[src/rtl/mod_add_pipe_regs_pkg.sv]
// Shared constants, reduction helper and parameter-legality predicates for
// the pipelined modulo adder.
package mod_add_pkg;

  localparam int WARM_CNT_W = 4;

  // Returns {wrap, mod}; raw and modulus are carried at the 33-bit maximum
  // so a single function serves every WIDTH up to 32.
  function automatic logic [33:0] mod_reduce(input logic [32:0] raw,
                                             input logic [32:0] modulus);
    logic        wrap;
    logic [32:0] red;
    wrap = (raw >= modulus);
    red  = wrap ? (raw - modulus) : raw;
    return {wrap, red};
  endfunction

  function automatic bit width_ok(input int width);
    return (width >= 2) && (width <= 32);
  endfunction

  function automatic bit modulus_ok(input int width, input logic [32:0] modulus);
    return (modulus >= 33'd2) && (modulus <= (33'd1 << width));
  endfunction

  function automatic bit warmup_ok(input int warmup);
    return (warmup >= 0) && (warmup < (1 << WARM_CNT_W));
  endfunction

endpackage

[src/rtl/mod_add_pipe_regs_if.sv]
// Operand/result handshake bundle for the pipelined modulo adder.
interface mod_add_pipe_regs_if #(
  parameter int WIDTH = 8
);
  logic             in_valid;
  logic             in_ready;
  logic [WIDTH-1:0] in_a;
  logic [WIDTH-1:0] in_b;
  logic             out_valid;
  logic             out_ready;
  logic [WIDTH-1:0] out_sum;
  logic             out_carry;
  logic [WIDTH-1:0] out_mod;
  logic             out_wrap;
  logic             warm_busy;

  modport slave (
    input  in_valid, in_a, in_b, out_ready,
    output in_ready, out_valid, out_sum, out_carry, out_mod, out_wrap, warm_busy
  );

  modport master (
    output in_valid, in_a, in_b, out_ready,
    input  in_ready, out_valid, out_sum, out_carry, out_mod, out_wrap, warm_busy
  );
endinterface

[src/rtl/mod_add_pipe_regs_pipe_slice.sv]
// Generic one-entry valid/ready register slice; accepts a new word whenever
// it is empty or its current word is being taken downstream.
module pipe_slice #(
  parameter int DW = 8
) (
  input  logic          clk,
  input  logic          rst,
  input  logic          i_valid,
  output logic          o_ready,
  input  logic [DW-1:0] i_data,
  output logic          o_valid,
  input  logic          i_ready,
  output logic [DW-1:0] o_data
);
  logic          r_valid;
  logic [DW-1:0] r_data;

  assign o_ready = !r_valid || i_ready;

  always_ff @(posedge clk) begin
    if (rst) begin
      r_valid <= 1'b0;
      r_data  <= '0;
    end else if (o_ready) begin
      r_valid <= i_valid;
      if (i_valid) begin
        r_data <= i_data;
      end
    end
  end

  assign o_valid = r_valid;
  assign o_data  = r_data;
endmodule

[src/rtl/mod_add_pipe_regs.sv]
// Two-stage modulo adder pipeline: S1 holds the operands (B zeroed during
// warm-up), S2 holds the raw sum and its reduction.
module mod_add_pipe_regs
  import mod_add_pkg::*;
#(
  parameter int          WIDTH   = 8,
  parameter logic [32:0] MODULUS = 33'd1 << WIDTH,
  parameter int          WARMUP  = 2
) (
  input logic                clk,
  input logic                rst,
  mod_add_pipe_regs_if.slave bus
);
  localparam int DW1 = 2 * WIDTH;
  localparam int DW2 = 2 * WIDTH + 2;

  if (!width_ok(WIDTH)) begin : g_bad_width
    $error("mod_add_pipe_regs: WIDTH must be within 2..32");
  end
  if (!modulus_ok(WIDTH, MODULUS)) begin : g_bad_modulus
    $error("mod_add_pipe_regs: MODULUS must be within 2..2**WIDTH");
  end
  if (!warmup_ok(WARMUP)) begin : g_bad_warmup
    $error("mod_add_pipe_regs: WARMUP must be within 0..15");
  end

  logic [WARM_CNT_W-1:0] r_warm_cnt;
  logic                  w_s1_ready;
  logic                  w_in_ready;
  logic                  w_in_xfer;
  logic [WIDTH-1:0]      w_b_cap;
  logic                  w_s1_valid;
  logic [DW1-1:0]        w_s1_q;
  logic                  w_s2_ready;
  logic [WIDTH-1:0]      w_a;
  logic [WIDTH-1:0]      w_b;
  logic [WIDTH:0]        w_raw;
  logic [WIDTH-1:0]      w_mod;
  logic                  w_wrap;
  logic [DW2-1:0]        w_s2_q;

  // rst gates in_ready so operands offered during reset are never counted.
  assign w_in_ready = !rst && w_s1_ready;
  assign w_in_xfer  = bus.in_valid && w_in_ready;
  assign w_b_cap    = (r_warm_cnt != '0) ? '0 : bus.in_b;

  always_ff @(posedge clk) begin
    if (rst) begin
      r_warm_cnt <= WARM_CNT_W'(WARMUP);
    end else if (w_in_xfer && (r_warm_cnt != '0)) begin
      r_warm_cnt <= r_warm_cnt - WARM_CNT_W'(1);
    end
  end

  pipe_slice #(.DW(DW1)) u_s1 (
    .clk     (clk),
    .rst     (rst),
    .i_valid (bus.in_valid),
    .o_ready (w_s1_ready),
    .i_data  ({bus.in_a, w_b_cap}),
    .o_valid (w_s1_valid),
    .i_ready (w_s2_ready),
    .o_data  (w_s1_q)
  );

  assign w_a    = w_s1_q[DW1-1:WIDTH];
  assign w_b    = w_s1_q[WIDTH-1:0];
  assign w_raw  = {1'b0, w_a} + {1'b0, w_b};
  assign w_mod  = WIDTH'(mod_reduce(33'(w_raw), MODULUS));
  assign w_wrap = 1'(mod_reduce(33'(w_raw), MODULUS) >> 33);

  pipe_slice #(.DW(DW2)) u_s2 (
    .clk     (clk),
    .rst     (rst),
    .i_valid (w_s1_valid),
    .o_ready (w_s2_ready),
    .i_data  ({w_raw, w_mod, w_wrap}),
    .o_valid (bus.out_valid),
    .i_ready (bus.out_ready),
    .o_data  (w_s2_q)
  );

  assign bus.in_ready  = w_in_ready;
  assign bus.out_carry = w_s2_q[DW2-1];
  assign bus.out_sum   = w_s2_q[DW2-2:WIDTH+1];
  assign bus.out_mod   = w_s2_q[WIDTH:1];
  assign bus.out_wrap  = w_s2_q[0];
  assign bus.warm_busy = (r_warm_cnt != '0);
endmodule

[src/flat_wrapper.sv]
// flat-port wrapper written by rule: the top's interface ports become plain ports
module mod_add_pipe_regs_flat import mod_add_pkg::*;
#(
  parameter int          WIDTH   = 8,
  parameter logic [32:0] MODULUS = 33'd1 << WIDTH,
  parameter int          WARMUP  = 2
)
  (clk, rst, bus_in_valid, bus_in_a, bus_in_b, bus_out_ready, bus_in_ready, bus_out_valid, bus_out_sum, bus_out_carry, bus_out_mod, bus_out_wrap, bus_warm_busy);
  mod_add_pipe_regs_if #(.WIDTH(WIDTH)) bus_i ();
  input logic clk;
  input logic rst;
  input wire logic [$bits(bus_i.in_valid)-1:0] bus_in_valid;
  input wire logic [$bits(bus_i.in_a)-1:0] bus_in_a;
  input wire logic [$bits(bus_i.in_b)-1:0] bus_in_b;
  input wire logic [$bits(bus_i.out_ready)-1:0] bus_out_ready;
  output wire logic [$bits(bus_i.in_ready)-1:0] bus_in_ready;
  output wire logic [$bits(bus_i.out_valid)-1:0] bus_out_valid;
  output wire logic [$bits(bus_i.out_sum)-1:0] bus_out_sum;
  output wire logic [$bits(bus_i.out_carry)-1:0] bus_out_carry;
  output wire logic [$bits(bus_i.out_mod)-1:0] bus_out_mod;
  output wire logic [$bits(bus_i.out_wrap)-1:0] bus_out_wrap;
  output wire logic [$bits(bus_i.warm_busy)-1:0] bus_warm_busy;
  assign bus_i.in_valid = bus_in_valid;
  assign bus_i.in_a = bus_in_a;
  assign bus_i.in_b = bus_in_b;
  assign bus_i.out_ready = bus_out_ready;
  assign bus_in_ready = bus_i.in_ready;
  assign bus_out_valid = bus_i.out_valid;
  assign bus_out_sum = bus_i.out_sum;
  assign bus_out_carry = bus_i.out_carry;
  assign bus_out_mod = bus_i.out_mod;
  assign bus_out_wrap = bus_i.out_wrap;
  assign bus_warm_busy = bus_i.warm_busy;
  mod_add_pipe_regs #(.WIDTH(WIDTH), .MODULUS(MODULUS), .WARMUP(WARMUP)) u_core (.clk(clk), .rst(rst), .bus(bus_i));
endmodule
[config.mk]
export PLATFORM = sky130hd
export DESIGN_NAME = mod_add_pipe_regs_flat
export DESIGN_NICKNAME = d
export VERILOG_FILES = /design/src/rtl/mod_add_pipe_regs_pkg.sv /design/src/rtl/mod_add_pipe_regs_if.sv /design/src/rtl/mod_add_pipe_regs_pipe_slice.sv /design/src/rtl/mod_add_pipe_regs.sv /design/src/flat_wrapper.sv
export SDC_FILE = /design/constraint.sdc
export NUM_CORES = 1
export LEC_CHECK = 0
export CORE_ASPECT_RATIO = 0.75
export CORE_MARGIN = 2
export CORE_UTILIZATION = 30
export DETAILED_ROUTE_END_ITERATION = 8
export PLACE_DENSITY_LB_ADDON = 0.08
export SYNTH_ARGS = -nofsm -noshare
export SYNTH_HDL_FRONTEND = slang
export SYNTH_SLANG_ARGS = --single-unit
[constraint.sdc]
create_clock -name clk -period 4.6 [get_ports clk]
set_input_delay 0.92 -clock clk [delete_from_list [all_inputs] [get_ports clk]]
set_output_delay 0.92 -clock clk [all_outputs]
set_load 0.1 [all_outputs]
==> results of run 1 <==
-- cells in the mapped netlist, types with 2 or more instances --
cell	count
a21o_1	3
clkbuf_1	4
o21a_1	5
nor3_1	2
o211ai_1	3
nand2_1	35
nand4_1	2
nor2_1	5
nor4_1	2
buf_4	10
xor2_1	2
xnor2_1	2
dfxtp_1	31
a21oi_1	25
nand3_1	15
ha_1	10
nand2b_1	2
inv_1	7
a211oi_1	2
-- logic make-up (layout without fill, tap and decap cells) --
logic type,count (synthesis),after routing,synth area share [%]
and+or+nand+nor,73,73,22.08
AOI/OAI and AO/OA,48,48,19.73
DFF,31,31,38.84
buffers and inverters,24,58,8.065
adders and majority gates,11,11,9.084
xor gates and xnor gates,4,4,2.193
-- final cells by class --
type                    count  area share (%)
inverters                   9           1.585
clock inverters             2           2.819
well taps                  72           4.228
clock buffers               6           3.406
repair buffers             41           19.03
multi-input cells         136           39.81
flip-flops and latches     31           29.13
-- through the flow --
stage | cells | power (mW) | hold slack [ns] | util [%]
floorplan | 191 | 0.4305 | 0.4362 | -
global placement | 289 | 0.4736 | 0.4490 | 39.89
detailed placement | 289 | 0.4769 | 0.4538 | 39.89
CTS | 297 | 0.8025 | 0.4634 | 42.53
global route | 297 | 0.8265 | 0.4912 | 42.53
finish | 297 | 0.7909 | 0.4602 | 42.53
-- how the worst max path moves through the flow --
stage,start,endpoint,slack (ns),depth (start not counted)
after floorplan,rst,bus_in_ready,0.89,3
after global placement,u_core.r_warm_cnt[0],bus_warm_busy,1.57,5
after detailed placement,u_core.r_warm_cnt[0],bus_warm_busy,1.49,5
after CTS,u_core.r_warm_cnt[0],bus_warm_busy,1.17,5
after global routing,u_core.r_warm_cnt[0],bus_warm_busy,1.0,5
final,u_core.r_warm_cnt[0],bus_warm_busy,1.19,5
-- registers in the layout, indices dropped and copies added (netlist names) --
name and cells:
u_core.u_s1.o_valid 1, u_core.u_s2.o_valid 1, u_core.u_s2.o_data 9, u_core.r_warm_cnt 4
u_core.u_s1.o_data 16
-- report_power, final --
group          internal [mW]  total [mW]  switching (mW)  leakage [nW]
sequential             0.285       0.297          0.0122         0.253
combinational         0.0552       0.174           0.119         0.472
clock                  0.217       0.320           0.104        0.0654
-- worst max-delay path, cell delays in order, from the launching register on --
cell and delay (ns):
dfxtp_1 0.32, inv_1 0.11, ha_1 0.15, nor3b_2 0.51, inv_2 0.12, clkdlybuf4s50_1 1.00
-- metal layers --
metal,part of all wire [%],vias up
met5,0,-
met4,1.3,0
met3,6.5,6
met2,41,47
met1,51,635
li1,-,726
==> flow_summary_export.csv, run 1 <==
group,metric,value,unit
cells_and_area,syn2layout_area_growth,33.36,%
sta,slew-limit-headroom,35.29,%
min_path,hold_class,"flip-flop to flip-flop",
worst_setup_path,startpoint_type,"flip-flop",
synthesis,ys_top_cells_by_area,"dfxtp_1, nand2_1, a21oi_1",
grt,met2_usage,18.42,%
detailed_routing,firstDrtPassIters,4,
placed_design,gp_congestion,0.7703,
worst_setup_path,reg2reg_slack,2.82,ns
grt,grt_usage,13.19,%
grt,use_met3,4.034,%
detailed_routing,drtIter0Drc,17,
detailed_routing,vias,1414,
sta,period_share,74.21,%
synthesis,synth.cell_area,0.001598,mm2
floorplan,die_h,67.20,um
sta,clock-skew-final,0.005564,ns
outcome,status,"finished, final reports clean",
grt,grt_pass1_vias,1238,
synthesis,synth_edf_count,0,
clock_network,cts_setup_buffers,0,
grt,use_met1,18.73,%
detailed_routing,avgRoutedWirePerCell,12.56,um
sta,grt_setup_unrepaired,"no",
floorplan,num_rows,22,
clock_network,cts_resized,0,
floorplan,initial_core_util,31.89,%
clock_network,root_buffer,"clkbuf_8",
synthesis,synthCells,191,
synthesis,yosys_warnings,0,
cells_and_area,final_area,0.002131,mm2
synthesis,synth_nets,222,
worst_setup_path,critPathKind,"flip-flop to output port",
grt,grt_pass1_wl,5913,um
clock_network,ctsHoldBuffers,0,
sta,fmax,0.2929,GHz
power,p_per_area,371.2,mW/mm2
cells_and_area,final-seq-area,620.6,um2
detailed_routing,ant_nets,0,
worst_setup_path,critPathArrivalTime,2.49,ns
detailed_routing,wl,3730,um
worst_setup_path,required,3.68,ns
cells_and_area,n_antenna_cell,0,
cells_and_area,mostFrequentLayoutCells,"clkdlybuf4s50_1, nand2_1, dfxtp_1",
clock_network,cts_tree,"done",
clock_network,h-tree-depth,2,
grt,grt.overflow.total,0,
worst_setup_path,rr_worst_depth,7,
placed_design,io_buffers,40,
sta,finalSetupTns,0,ns
cells_and_area,mostFrequentLayoutCell,"clkdlybuf4s50_1",
placed_design,dpl_worst_slack,1.494,ns
clock_network,clkLatencyLatePin,0.28,ns
synthesis,ys_ff_latch,31,
cells_and_area,nNetsFinal,255,
clock_network,clk_pin_slew,0.07,ns
worst_setup_path,critPathCaptureType,"output port",
cells_and_area,multi_input_area,848.3,um2
synthesis,synth_top_area_share,38.84,%
floorplan,die_area,0.005932,mm2
cells_and_area,fill_cells,517,
min_path,whs_endpoint,"u_core.u_s1.o_data[4]",
synthesis,synth_seq_area_share,38.84,%
placed_design,dp_hpwl,2804,um
power,ir_worst_vdd,0.1364,mV
grt,antenna_found_initial,0,
synthesis,avgSynthCellArea,8.365,um2
worst_setup_path,rr_startpoint,"u_core.u_s1.o_data[0]",
detailed_routing,route.detailed.drc,0,
clock_network,tritoncts.num_buffers,5,
worst_setup_path,reg2reg_to,"u_core.u_s2.o_data[0]",
synthesis,synth_top_area_cell,"dfxtp_1",
floorplan,pin_count,41,
min_path,min_from,"u_core.u_s1.o_data[4]",
worst_setup_path,worstPathMaxFanout,9,
min_path,hold_depth,2,
flow_run,maxCapViolations,0,
floorplan,core,0.005010,mm2
synthesis,async_flop_share,0,%
clock_network,cts_sinks,31,
grt,gr-max-usage-layer,"met1",
power,p_leak,0.7905,nW
sta,hold_viol_final,0,
floorplan,die_x,88.27,um
sta,tightestPinTransition,0.9676,ns
detailed_routing,vias_per_cell,4.761,
sta,finalCriticalPeriod,3.414,ns
synthesis,synthFlopType,"dfxtp_1",
sta,finalWorstSetupSlack,1.186,ns
sta,slew_violations,0,
placed_design,placed_area,0.001998,mm2
sta,setup_viol,0,
synthesis,synth_cell_types,43,
clock_network,cts.path.max_buffers,2,
grt,grt_max_degree,32,
cells_and_area,drive_gt1_share,7.556,%
(Power assumes the default switching activity.)
==> run 2: changes to the inputs <==
==> constraint.sdc (replaced) <==
create_clock -name clk -period 3.2 [get_ports clk]
set_input_delay 0.64 -clock clk [delete_from_list [all_inputs] [get_ports clk]]
set_output_delay 0.64 -clock clk [all_outputs]
set_load 0.1 [all_outputs]
==> run 2 against run 1 <==
Against the previous run: setup slack worse by 0.45 ns; largest power group is now sequential cells; worst hold slack worse by 0.0034 ns; die area stayed put; highest routed layer unchanged; sequential cell count stayed put; global-route usage is 0.12 points higher.
==> flow_summary_export.csv, run 2 (synthesis results as in run 1) <==
group,metric,value,unit
placed_design,io_buffers,40,
worst_setup_path,required,2.56,ns
clock_network,ctsHoldBuffers,0,
power,power,0.9743,mW
cells_and_area,drive_gt1_share,16.44,%
detailed_routing,vias_per_cell,4.801,
grt,antenna_found_initial,0,
detailed_routing,ant_nets,0,
cells_and_area,finish.utilization,40.83,%
grt,grt_usage,13.30,%
power,clockPowerShare,30.5,%
grt,grt.overflow.total,0,
worst_setup_path,startpoint_type,"flip-flop",
clock_network,root_buffer,"clkbuf_8",
sta,tightestPinTransition,0.6696,ns
sta,slew_violations,0,
worst_setup_path,path_cells,"inv_1, ha_1, nor3b_2, inv_2, buf_4",
sta,setup_viol,0,
placed_design,placed_area,0.001961,mm2
sta,finalWorstSetupSlack,0.7374,ns
placed_design,dp_hpwl,2803,um
clock_network,clk_pin_slew,0.07,ns
flow_run,maxCapViolations,0,
cells_and_area,mostFrequentLayoutCell,"nand2_1",
sta,fmax,0.4061,GHz
cells_and_area,final_cells,297,
sta,holdWs,0.4568,ns
sta,grt_setup_unrepaired,"no",
cells_and_area,n_antenna_cell,0,
power,p_leak,0.8078,nW
grt,grt_max_degree,31,
floorplan,die_x,88.27,um
power,intPower,0.6386,mW
clock_network,cts_resized,0,
outcome,status,"finished, final reports clean",
detailed_routing,wl,3737,um
grt,grt_pass1_vias,1311,
placed_design,dp_cells,289,
detailed_routing,avgRoutedWirePerCell,12.58,um
detailed_routing,route.detailed.drc,0,
worst_setup_path,slowest_delay,0.56,ns
detailed_routing,firstDrtPassIters,5,
worst_setup_path,worstPathMaxFanout,9,
worst_setup_path,critPathKind,"flip-flop to output port",
cells_and_area,mostFrequentLayoutCells,"nand2_1, dfxtp_1, a21oi_1",
min_path,hold_class,"flip-flop to flip-flop",
floorplan,die_h,67.20,um
floorplan,num_rows,22,
floorplan,initial_core_util,31.89,%
clock_network,clkLatencyLatePin,0.28,ns
power,p_comb_share,25.7,%
sta,slew-limit-headroom,55.16,%
power,ir_worst_vdd,0.1608,mV
clock_network,cts.path.max_buffers,2,
clock_network,cts_setup_buffers,0,
clock_network,cts_tree,"done",
floorplan,pin_count,41,
clock_network,tritoncts.num_buffers,5,
cells_and_area,largest_reg_flops,16,
power,p_per_area,476.3,mW/mm2
sta,finalCriticalPeriod,2.463,ns
clock_network,h-tree-depth,2,
floorplan,core,0.005010,mm2
power,power_switching,0.3357,mW
worst_setup_path,critPathArrivalTime,1.82,ns
grt,grt_pass1_wl,5989,um
power,pwr-share-seq,43.8,%
power,swShare,34.46,%
worst_setup_path,critPathCaptureType,"output port",
clock_network,cts_sinks,31,
detailed_routing,vias,1426,
cells_and_area,nNetsFinal,255,
sta,hold_viol_final,0,
worst_setup_path,cp_slowest_cell,"nor3b_2",
sta,period_share,76.96,%
sta,clock-skew-final,0.005648,ns
detailed_routing,drtIter0Drc,97,
sta,finalSetupTns,0,ns
placed_design,dpl_worst_slack,0.8187,ns
floorplan,die_area,0.005932,mm2
cells_and_area,syn2layout_area_growth,28.03,%
cells_and_area,final_area,0.002046,mm2
placed_design,gp_congestion,0.7895,
## run 2: changes by cell type in the layout (fill, tap and decap cells not counted)
cell	previous run	this run
buf_4	2	21
buf_12	0	1
clkinv_2	0	1
clkinvlp_4	0	1
bufinv_16	2	0
clkdlybuf4s50_1	39	19
## run 2: cell type report
| class | count | area (um2) |
|---|---|---|
| flip-flops and latches | 31 | 620.6 |
| fillers | 516 | 2964 |
| multi-input cells | 136 | 848.3 |
| clock buffers | 6 | 72.57 |
| well taps | 72 | 90.09 |
| inverters | 9 | 33.78 |
| repair buffers | 41 | 367.9 |
| clock inverters | 2 | 12.51 |
## run 2: path summary, 6_finish.rpt
path	from	endpoint	slack (ns)	cells after the start
worst max-delay path	u_core.r_warm_cnt[0]	bus_warm_busy	0.74	5
worst min-delay path	u_core.u_s1.o_data[4]	u_core.u_s1.o_data[4]	0.46	2
worst max register to register	u_core.u_s1.o_data[0]	u_core.u_s2.o_data[0]	1.41	7
worst min register to register	u_core.u_s1.o_data[4]	u_core.u_s1.o_data[4]	0.46	2
## run 2: critical path, delay by kind of cell (launching register included)
family                     cells  cell delay (ns)
and+or+nand+nor                1             0.56
adders and majority gates      1             0.15
buffers and inverters          3             0.50
DFF                            1             0.32
## run 2: power groups by stage
stage,clock network (mW),logic (mW),registers (mW)
floorplan,0,0.150,0.469
global placement,0,0.250,0.434
detailed placement,0,0.250,0.436
CTS,0.309,0.251,0.427
global route,0.323,0.267,0.430
finish,0.297,0.250,0.427
## run 2: routing by layer
metal / global-route usage (%) / part of all wire, % / up-vias
li1: - / - / 725
met1: 18.94 / 51 / 647
met2: 19.08 / 41 / 50
met3: 3.301 / 6.0 / 4
met4: 5.682 / 1.4 / 0
met5: 0 / 0 / -
